===== src/rtl/alu_sequencer_if.sv =====
// ALU operation type and the sequencer's imem / ALU / output bundle.
// master = sequencer side, slave = memory, ALU and output consumer side.
package alu_pkg;
  typedef enum logic [2:0] {
    ALU_ADD = 3'd0,
    ALU_SUB = 3'd1,
    ALU_AND = 3'd2,
    ALU_OR  = 3'd3,
    ALU_XOR = 3'd4,
    ALU_LT  = 3'd5,
    ALU_LSL = 3'd6
  } alu_operation_t;
endpackage

interface alu_sequencer_if #(
  parameter int ADDR_W = 4
);
  logic                  imem_req;
  logic [ADDR_W-1:0]     imem_addr;
  logic                  imem_ack;
  logic [7:0]            imem_data;
  logic [3:0]            alu_op1;
  logic [3:0]            alu_op2;
  alu_pkg::alu_operation_t alu_operation;
  logic [3:0]            alu_result;
  logic                  alu_zero;
  logic                  out_valid;
  logic                  out_ready;
  logic [3:0]            out_data;
  logic                  halted;

  modport master (
    output imem_req, imem_addr,
    input  imem_ack, imem_data,
    output alu_op1, alu_op2, alu_operation,
    input  alu_result, alu_zero,
    output out_valid, out_data, halted,
    input  out_ready
  );

  modport slave (
    input  imem_req, imem_addr,
    output imem_ack, imem_data,
    input  alu_op1, alu_op2, alu_operation,
    output alu_result, alu_zero,
    input  out_valid, out_data, halted,
    output out_ready
  );
endinterface


===== src/rtl/alu_sequencer.sv =====
// Accumulator controller: fetch over req/ack, one EXEC cycle driving the ALU, OUT via valid/ready.
// Latency per instruction = fetch cycles + 1; OUT stalls in OUT_WAIT until out_ready.
module alu_sequencer #(
  parameter int                ADDR_W   = 4,
  parameter logic [ADDR_W-1:0] RESET_PC = '0
) (
  input logic           clk,
  input logic           reset,
  alu_sequencer_if.master bus
);
  import alu_pkg::*;

  typedef enum logic [1:0] {S_FETCH, S_EXEC, S_OUT_WAIT, S_HALTED} state_t;

  state_t            state_q, state_d;
  logic [ADDR_W-1:0] pc_q, pc_d;
  logic [3:0]        acc_q, acc_d;
  logic              zf_q, zf_d;
  logic [7:0]        instr_q, instr_d;
  logic              req_q, valid_q, halted_q;
  alu_operation_t    alu_sel;

  logic [3:0]        opcode, imm;
  logic [ADDR_W-1:0] pc_inc, imm_ext;

  assign opcode  = instr_q[7:4];
  assign imm     = instr_q[3:0];
  assign pc_inc  = pc_q + ADDR_W'(1);
  assign imm_ext = ADDR_W'(imm);

  always_comb begin
    state_d = state_q;
    pc_d    = pc_q;
    acc_d   = acc_q;
    zf_d    = zf_q;
    instr_d = instr_q;
    alu_sel = ALU_ADD;
    unique case (state_q)
      S_FETCH: begin
        if (req_q && bus.imem_ack) begin
          instr_d = bus.imem_data;
          state_d = S_EXEC;
        end
      end
      S_EXEC: begin
        state_d = S_FETCH;
        pc_d    = pc_inc;
        case (opcode)
          4'h1, 4'h2, 4'h3, 4'h4, 4'h5, 4'h6, 4'h7: begin
            // Opcodes 1..7 map onto ALU_ADD..ALU_LSL in order.
            alu_sel = alu_operation_t'(opcode[2:0] - 3'd1);
            acc_d   = bus.alu_result;
            zf_d    = bus.alu_zero;
          end
          4'h8: acc_d = imm;
          4'h9: pc_d = imm_ext;
          4'hA: if (zf_q) pc_d = imm_ext;
          4'hB: begin
            state_d = S_OUT_WAIT;
            pc_d    = pc_q;
          end
          4'hF: begin
            state_d = S_HALTED;
            pc_d    = pc_q;
          end
          default: ;
        endcase
      end
      S_OUT_WAIT: begin
        if (valid_q && bus.out_ready) begin
          pc_d    = pc_inc;
          state_d = S_FETCH;
        end
      end
      S_HALTED: ;
      default: ;
    endcase
  end

  // Handshake outputs are registered from the next state, so they read 0 straight out of reset.
  always_ff @(posedge clk) begin
    if (reset) begin
      state_q  <= S_FETCH;
      pc_q     <= RESET_PC;
      acc_q    <= 4'd0;
      zf_q     <= 1'b0;
      instr_q  <= 8'd0;
      req_q    <= 1'b0;
      valid_q  <= 1'b0;
      halted_q <= 1'b0;
    end else begin
      state_q  <= state_d;
      pc_q     <= pc_d;
      acc_q    <= acc_d;
      zf_q     <= zf_d;
      instr_q  <= instr_d;
      req_q    <= (state_d == S_FETCH);
      valid_q  <= (state_d == S_OUT_WAIT);
      halted_q <= (state_d == S_HALTED);
    end
  end

  assign bus.imem_req      = req_q;
  assign bus.imem_addr     = pc_q;
  assign bus.alu_op1       = imm;
  assign bus.alu_op2       = acc_q;
  assign bus.alu_operation = alu_sel;
  assign bus.out_valid     = valid_q;
  assign bus.out_data      = acc_q;
  assign bus.halted        = halted_q;
endmodule


===== src/flat_wrapper.sv =====
// flat-port wrapper written by rule: the top's interface ports become plain ports
module alu_sequencer_flat import alu_pkg::*;
#(
  parameter int                ADDR_W   = 4,
  parameter logic [ADDR_W-1:0] RESET_PC = '0
)
  (clk, reset, bus_imem_req, bus_imem_addr, bus_imem_ack, bus_imem_data, bus_alu_op1, bus_alu_op2, bus_alu_operation, bus_alu_result, bus_alu_zero, bus_out_valid, bus_out_data, bus_halted, bus_out_ready);
  alu_sequencer_if #(.ADDR_W(ADDR_W)) bus_i ();
  input logic clk;
  input logic reset;
  output wire logic [$bits(bus_i.imem_req)-1:0] bus_imem_req;
  output wire logic [$bits(bus_i.imem_addr)-1:0] bus_imem_addr;
  input wire logic [$bits(bus_i.imem_ack)-1:0] bus_imem_ack;
  input wire logic [$bits(bus_i.imem_data)-1:0] bus_imem_data;
  output wire logic [$bits(bus_i.alu_op1)-1:0] bus_alu_op1;
  output wire logic [$bits(bus_i.alu_op2)-1:0] bus_alu_op2;
  output wire logic [$bits(bus_i.alu_operation)-1:0] bus_alu_operation;
  input wire logic [$bits(bus_i.alu_result)-1:0] bus_alu_result;
  input wire logic [$bits(bus_i.alu_zero)-1:0] bus_alu_zero;
  output wire logic [$bits(bus_i.out_valid)-1:0] bus_out_valid;
  output wire logic [$bits(bus_i.out_data)-1:0] bus_out_data;
  output wire logic [$bits(bus_i.halted)-1:0] bus_halted;
  input wire logic [$bits(bus_i.out_ready)-1:0] bus_out_ready;
  assign bus_imem_req = bus_i.imem_req;
  assign bus_imem_addr = bus_i.imem_addr;
  assign bus_i.imem_ack = bus_imem_ack;
  assign bus_i.imem_data = bus_imem_data;
  assign bus_alu_op1 = bus_i.alu_op1;
  assign bus_alu_op2 = bus_i.alu_op2;
  assign bus_alu_operation = bus_i.alu_operation;
  assign bus_i.alu_result = bus_alu_result;
  assign bus_i.alu_zero = bus_alu_zero;
  assign bus_out_valid = bus_i.out_valid;
  assign bus_out_data = bus_i.out_data;
  assign bus_halted = bus_i.halted;
  assign bus_i.out_ready = bus_out_ready;
  alu_sequencer #(.ADDR_W(ADDR_W), .RESET_PC(RESET_PC)) u_core (.clk(clk), .reset(reset), .bus(bus_i));
endmodule

===== config.mk =====
export PLATFORM = sky130hd
export DESIGN_NAME = alu_sequencer_flat
export DESIGN_NICKNAME = d
export VERILOG_FILES = /design/src/rtl/alu_sequencer_if.sv /design/src/rtl/alu_sequencer.sv /design/src/flat_wrapper.sv
export SDC_FILE = /design/constraint.sdc
export NUM_CORES = 1
export LEC_CHECK = 0
export CAP_MARGIN = 20
export CORE_UTILIZATION = 30
export DETAILED_ROUTE_END_ITERATION = 16
export HOLD_SLACK_MARGIN = 0.02
export PLACE_DENSITY = 0.59
export SLEW_MARGIN = 25
export SYNTH_ARGS = -nofsm -noshare
export SYNTH_HDL_FRONTEND = slang
export SYNTH_SLANG_ARGS = --single-unit

===== constraint.sdc =====
create_clock -name clk -period 1.48 [get_ports clk]
set_input_delay 0.148 -clock clk [delete_from_list [all_inputs] [get_ports clk]]
set_output_delay 0.148 -clock clk [all_outputs]
set_load 0.01 [all_outputs]

# Word-level counts from Yosys, hierarchy flattened
# Cells that the tools add are included.
# word_totals
ff_bits	22
input_bits	17
output_inout_bits	22
elab_cells	51
# op_classes
addsub	2
n_eq_ne	18
mux	11
n_reduce_logical	12
# op_table
cell	count
4-bit == test (second input constant)	5
4-bit by 3-bit == test with 1-bit output (second input constant)	4
4-bit one-hot mux with 2 select lines	2
4-bit one-hot mux with 3 select lines	1
4-bit by 2-bit == test with 1-bit output (second input constant)	2
4-bit two-way mux	2
7-bit OR reduction	1
2-bit == test (second input constant)	3
3-bit two-way mux	2
2-bit one-hot mux with 3 select lines	1
2-bit AND reduction	3
4-bit by 1-bit adder with 4-bit output (second input constant)	1
4-bit by 1-bit == test with 1-bit output (second input constant)	1
2-bit logical NOT	2
2-bit two-way mux	2
2-bit one-hot mux with 2 select lines	1
2-bit nonzero test	2
3-bit AND reduction	1
3-bit by 1-bit subtractor with 3-bit output (second input constant)	1
2-bit by 1-bit == test with 1-bit output (second input constant)	1
1-bit logical AND	2
2-bit by 1-bit != test with 1-bit output (second input constant)	1
2-bit != test (second input constant)	1
2-bit OR reduction	1

# Depth between registers and ports, before layout
# logic_depth
ltp_word	4
mapped_depth	6
ltp_nobuf	6

# Worst setup path before layout
# No wires, ideal clock.
# synth_path
path_type	register -> register
start	register u_core.instr_q[4]
end	register u_core.zf_q
setup_time_ns	0.114
arrival_time_ns	1.521
t_required_ns	1.366
setup_slack_ns	-0.155
stages_incl_launch_ff	7
n_path_buf	0
synth_period_minus_slack_ns	1.635
path_cell_list	dfxtp_1 inv_1 ha_1 a2111oi_2 or3b_4 mux2i_1 nor2_1
# synth_via
elab_chain_cells	3
elab_cells_between_ends	9
classes_between	7 x eq/ne; 2 x reduce/logical
# synth_rtl
item	line	text
start, declared	alu_sequencer.sv:19	logic [7:0] instr_q, instr_d;
start signal, assigned	alu_sequencer.sv:96	instr_q <= instr_d;
4-bit by 1-bit == test with 1-bit output (tied with other cells)	alu_sequencer.sv:48	case (opcode)
7-bit OR reduction *	alu_sequencer.sv:48	
2-bit AND reduction (no line) *	n/a	
end signal, assigned	alu_sequencer.sv:95	zf_q <= zf_d;
end, declared	alu_sequencer.sv:18	logic zf_q, zf_d;
# Every way passes the cells marked *; elsewhere a longest branch is shown, timed or not.
# A chain may end at the register's enable or synchronous reset.

# Worst setup path in the final report
# layout_path
start	register u_core.instr_q[4]
end	output port bus_alu_operation[2]
# layout_via
elab_chain_cells	4
elab_cells_between_ends	11
classes_between	1 x add/sub; 7 x eq/ne; 2 x mux; 1 x reduce/logical
# layout_rtl
item	line	text
4-bit by 1-bit == test with 1-bit output (tied with other cells)	alu_sequencer.sv:48	
7-bit OR reduction	alu_sequencer.sv:48	
3-bit two-way mux *	alu_sequencer.sv:48	
3-bit two-way mux *	alu_sequencer.sv:38	unique case (state_q)
end, declared	flat_wrapper.sv:17	output wire logic [$bits(bus_i.alu_operation)-1:0] bus_alu_operation;
# Marked as above.

==> flow_metrics.env <==
export IMPL_status="finished with violations"
export IMPL_violations="negative setup slack"
export IMPL_path_delay_family="flip-flops"
export IMPL_drt_total_wl_um=3010
export IMPL_end_kind="primary output"
export IMPL_layout_worst_path_cycle_share=1.18
export IMPL_finClkSkew_ns=0.00291
export IMPL_power_frac_clock=0.320
export IMPL_fmax_ghz=0.571
export IMPL_setup_slack_ns=-0.272
export IMPL_start_kind="register"
export IMPL_firstDrtPassIters=4
export IMPL_post_drt_wl_per_cell_um=13.0
export IMPL_p_sw_frac=0.254
export IMPL_worst_setup_path_type="reg2out"
export IMPL_dieWidth_um=64.8
export IMPL_synth_cell_types=37
export IMPL_clock_sinks=22
export IMPL_seq_area_um2=449
export IMPL_slew_headroom=0.795
export IMPL_worstPathMaxFanout=4
export IMPL_min_path_cells=3
export IMPL_start_util=0.318
export IMPL_critical_path_arrival_ns=1.60
export IMPL_topRoutingLayerUsed="met4"
export IMPL_final_setup_viol_count=11
export IMPL_p_int_w=0.00101
export IMPL_pre_cts_slack_ns=-0.471
export IMPL_m1WireLength_um=1390
export IMPL_wl_met3_um=119
export IMPL_yosysSeqAreaShare=0.372
export IMPL_htree_levels=1
export IMPL_synth_fp_nets=155
export IMPL_combPwrFrac=0.212
export IMPL_cts_buffers=3
export IMPL_rsz0062_at_grt="true"
export IMPL_nets=208
export IMPL_grt_pass1_wl_um=4970
export IMPL_timing_critical_path_buf_inv=2
export IMPL_gp_congestion=0.761
export IMPL_peakVddDrop_mv=0.330
export IMPL_multi_input_area_um2=773
export IMPL_min_delay_start="bus_imem_data[5]"
export IMPL_clock_latency_ns=0.26
export IMPL_synthCells=132
export IMPL_grt_max_degree=13
export IMPL_track_usage=0.153
export IMPL_dp_final_hpwl_um=2240
export IMPL_max_cap_violations=0
export IMPL_fp_dieH_um=64.8
export IMPL_rows=22
export IMPL_r2r_end="u_core.zf_q"
export IMPL_cts_tree="done"
export IMPL_fin_cells=232
export IMPL_ff2ff_setup_slack_ns=-0.19
export IMPL_hold_viol_final=0
export IMPL_synth_seq_cells=22
export IMPL_drive_gt1_frac=0.342
export IMPL_fin_util=0.515
export IMPL_reg2reg_from="u_core.instr_q[4]"
export IMPL_core_area_um2=3720
export IMPL_syn_to_final_growth_pct=62.0
export IMPL_switchingPower_w=0.000345
export IMPL_antenna_cells=0
export IMPL_p_total_w=0.00136
export IMPL_syn_cell_area_um2=1180
export IMPL_avgViaCountPerCell=4.75
export IMPL_io_buffer_count=38
export IMPL_worst_pin_slew_ns=0.307
export IMPL_seq_power_share=0.468
export IMPL_hp_class="in2reg"
export IMPL_hold_ws_ns=0.422
export IMPL_power_leakage_nw=0.749
export IMPL_holdPathEnd="u_core.instr_q[5]"
export IMPL_cts_buffer_depth=2
export IMPL_dieArea_um2=4200
export IMPL_pwr_density_cell_nw_per_um2=709
export IMPL_wl_met2_um=1470
export IMPL_critical_path_cell_chain="inv_4, ha_4, a2111oi_4, or3b_4, nor2_1, buf_2"
export IMPL_grt_pass1_vias=1113
export IMPL_antenna_found_initial=0
export IMPL_critPathLaunch="u_core.instr_q[4]"
export IMPL_drc=0
export IMPL_critPathRequiredTime_ns=1.33
export IMPL_syn_area_per_cell_um2=8.96
export IMPL_cts_root_buf="clkbuf_8"
export IMPL_grt_ovfl_total=0
export IMPL_finalMaxSlewViolations=0
export IMPL_slowest_delay_ns=0.41
export IMPL_rr_worst_depth=8
export IMPL_drt_iter0_drc=24
export IMPL_ant_nets=0
export IMPL_yosys_warnings=0
export IMPL_n_fill_cell=342
export IMPL_dp_cells=224
export IMPL_clkTransAtPathRegs_ns=0.08
export IMPL_ios=39
export IMPL_num_vias=1101
export IMPL_slowest_stage="dfxtp_4"
export IMPL_min_period_ns=1.75
synthesized netlist by cell type, drive strengths merged:
master / count / area share
a311oi: 5 / 0.037
a211oi: 2 / 0.013
a32o: 1 / 0.0095
nand2: 21 / 0.067
buf: 11 / 0.073
and2: 1 / 0.0053
or2: 1 / 0.0053
ha: 6 / 0.063
a32oi: 1 / 0.0074
a21o: 1 / 0.0064
a21oi: 13 / 0.055
o21ai: 2 / 0.012
nor2b: 1 / 0.012
nand2b: 2 / 0.011
and3: 2 / 0.011
a2111oi: 1 / 0.013
dfxtp: 22 / 0.37
dlygate4sd1: 1 / 0.0074
and2b: 1 / 0.0085
nand3b: 1 / 0.0095
or3: 1 / 0.0095
nor2: 11 / 0.035
or3b: 1 / 0.0095
o32ai: 1 / 0.014
o21a: 1 / 0.0064
nor3b: 1 / 0.0064
a2bb2oi: 1 / 0.0074
clkbuf: 1 / 0.0032
nand3: 2 / 0.0085
mux2i: 6 / 0.051
inv: 4 / 0.013
nor3: 2 / 0.013
xnor2: 2 / 0.015
a22oi: 2 / 0.013
state kept, by name (all words and copies together) (netlist names):
register / count
u_core.instr_q: 8
u_core.bus.alu_op2: 4
u_core.bus.imem_addr: 4
u_core.state_q: 2
u_core.bus.halted: 1
u_core.bus.imem_req: 1
u_core.bus.out_valid: 1
u_core.zf_q: 1
how the worst max path moves through the flow:
stage	to	slack (ns)	cells after the start
after floorplan	u_core.zf_q	-0.003	6
after global placement	bus_alu_operation[2]	-0.41	6
after detailed placement	bus_alu_operation[2]	-0.47	6
after CTS	bus_alu_operation[0]	-0.23	6
after global routing	bus_alu_operation[2]	-0.32	6
final	bus_alu_operation[2]	-0.27	6
layout by cell type (no fill, tap or decap), drive strengths merged, types with 5 or more instances in the layout:
master and n:
nor2 11, mux2i 6, ha 6, nand2 21, dfxtp 22, a311oi 5, clkdlybuf4s50 35, a21oi 13
buf 26
power groups by stage:
stage          Sequential [W]  Clock [W]  Combinational, W
3_5_place_dp         0.000647          0          0.000255
3_3_place_gp         0.000646          0          0.000250
4_1_cts              0.000634   0.000452          0.000278
5_1_grt              0.000638   0.000481          0.000310
2_1_floorplan        0.000647          0          0.000127
6_report             0.000635   0.000435          0.000288
layer usage:
metal | up-vias | track usage
met3 | 4 | 0.0246
li1 | 560 | -
met4 | 0 | 0.0500
met2 | 30 | 0.267
met1 | 507 | 0.190
met5 | - | 0
what timing repair did:
action | 4_1_cts | 5_1_grt
pin swaps | 18 | 5
gates resized for setup | 33 | 12
hold endpoints to repair | 0 | 0
hold buffers | 0 | 0
buffers inserted | 6 | 3
setup endpoints to repair | 13 | 14
worst reg2reg max path: cells and delay by family (launching register included):
kind                     cells  cell delay, ns
adder cells (fa/ha/maj)      1            0.17
AO/OA/AOI/OAI                1            0.31
AND/OR/NAND/NOR              2            0.26
flip-flops                   1            0.41
buffers and inverters        3            0.25
multiplexers                 1            0.17
stage by stage:
| step | TNS (ns) | instance area (um^2) |
|---|---|---|
| finish | -1.63 | 1920 |
| floorplan | -0.00255 | 1200 |
| detailed placement | -2.82 | 1700 |
| CTS | -1.33 | 1870 |
| global placement | -2.05 | 1700 |
| global route | -2.26 | 1920 |
cells by family after synthesis:
family / count (synthesis) / synth area share
and+or+nand+nor: 48 / 0.210
xor gates and xnor gates: 2 / 0.0148
AOI/OAI and AO/OA: 31 / 0.193
DFF: 22 / 0.372
adders and majority gates: 6 / 0.0635
buffers and inverters: 17 / 0.0963
muxes: 6 / 0.0508
area by class of cell:
| cell class | instances | share of cell area |
|---|---|---|
| timing repair buffer | 61 | 0.291 |
| multi-input combinational | 93 | 0.404 |
| clock buffer | 4 | 0.0287 |
| sequential | 22 | 0.234 |
| inverter | 4 | 0.0105 |
| tap | 48 | 0.0314 |
Note: power is estimated with default switching activity, not from simulation.
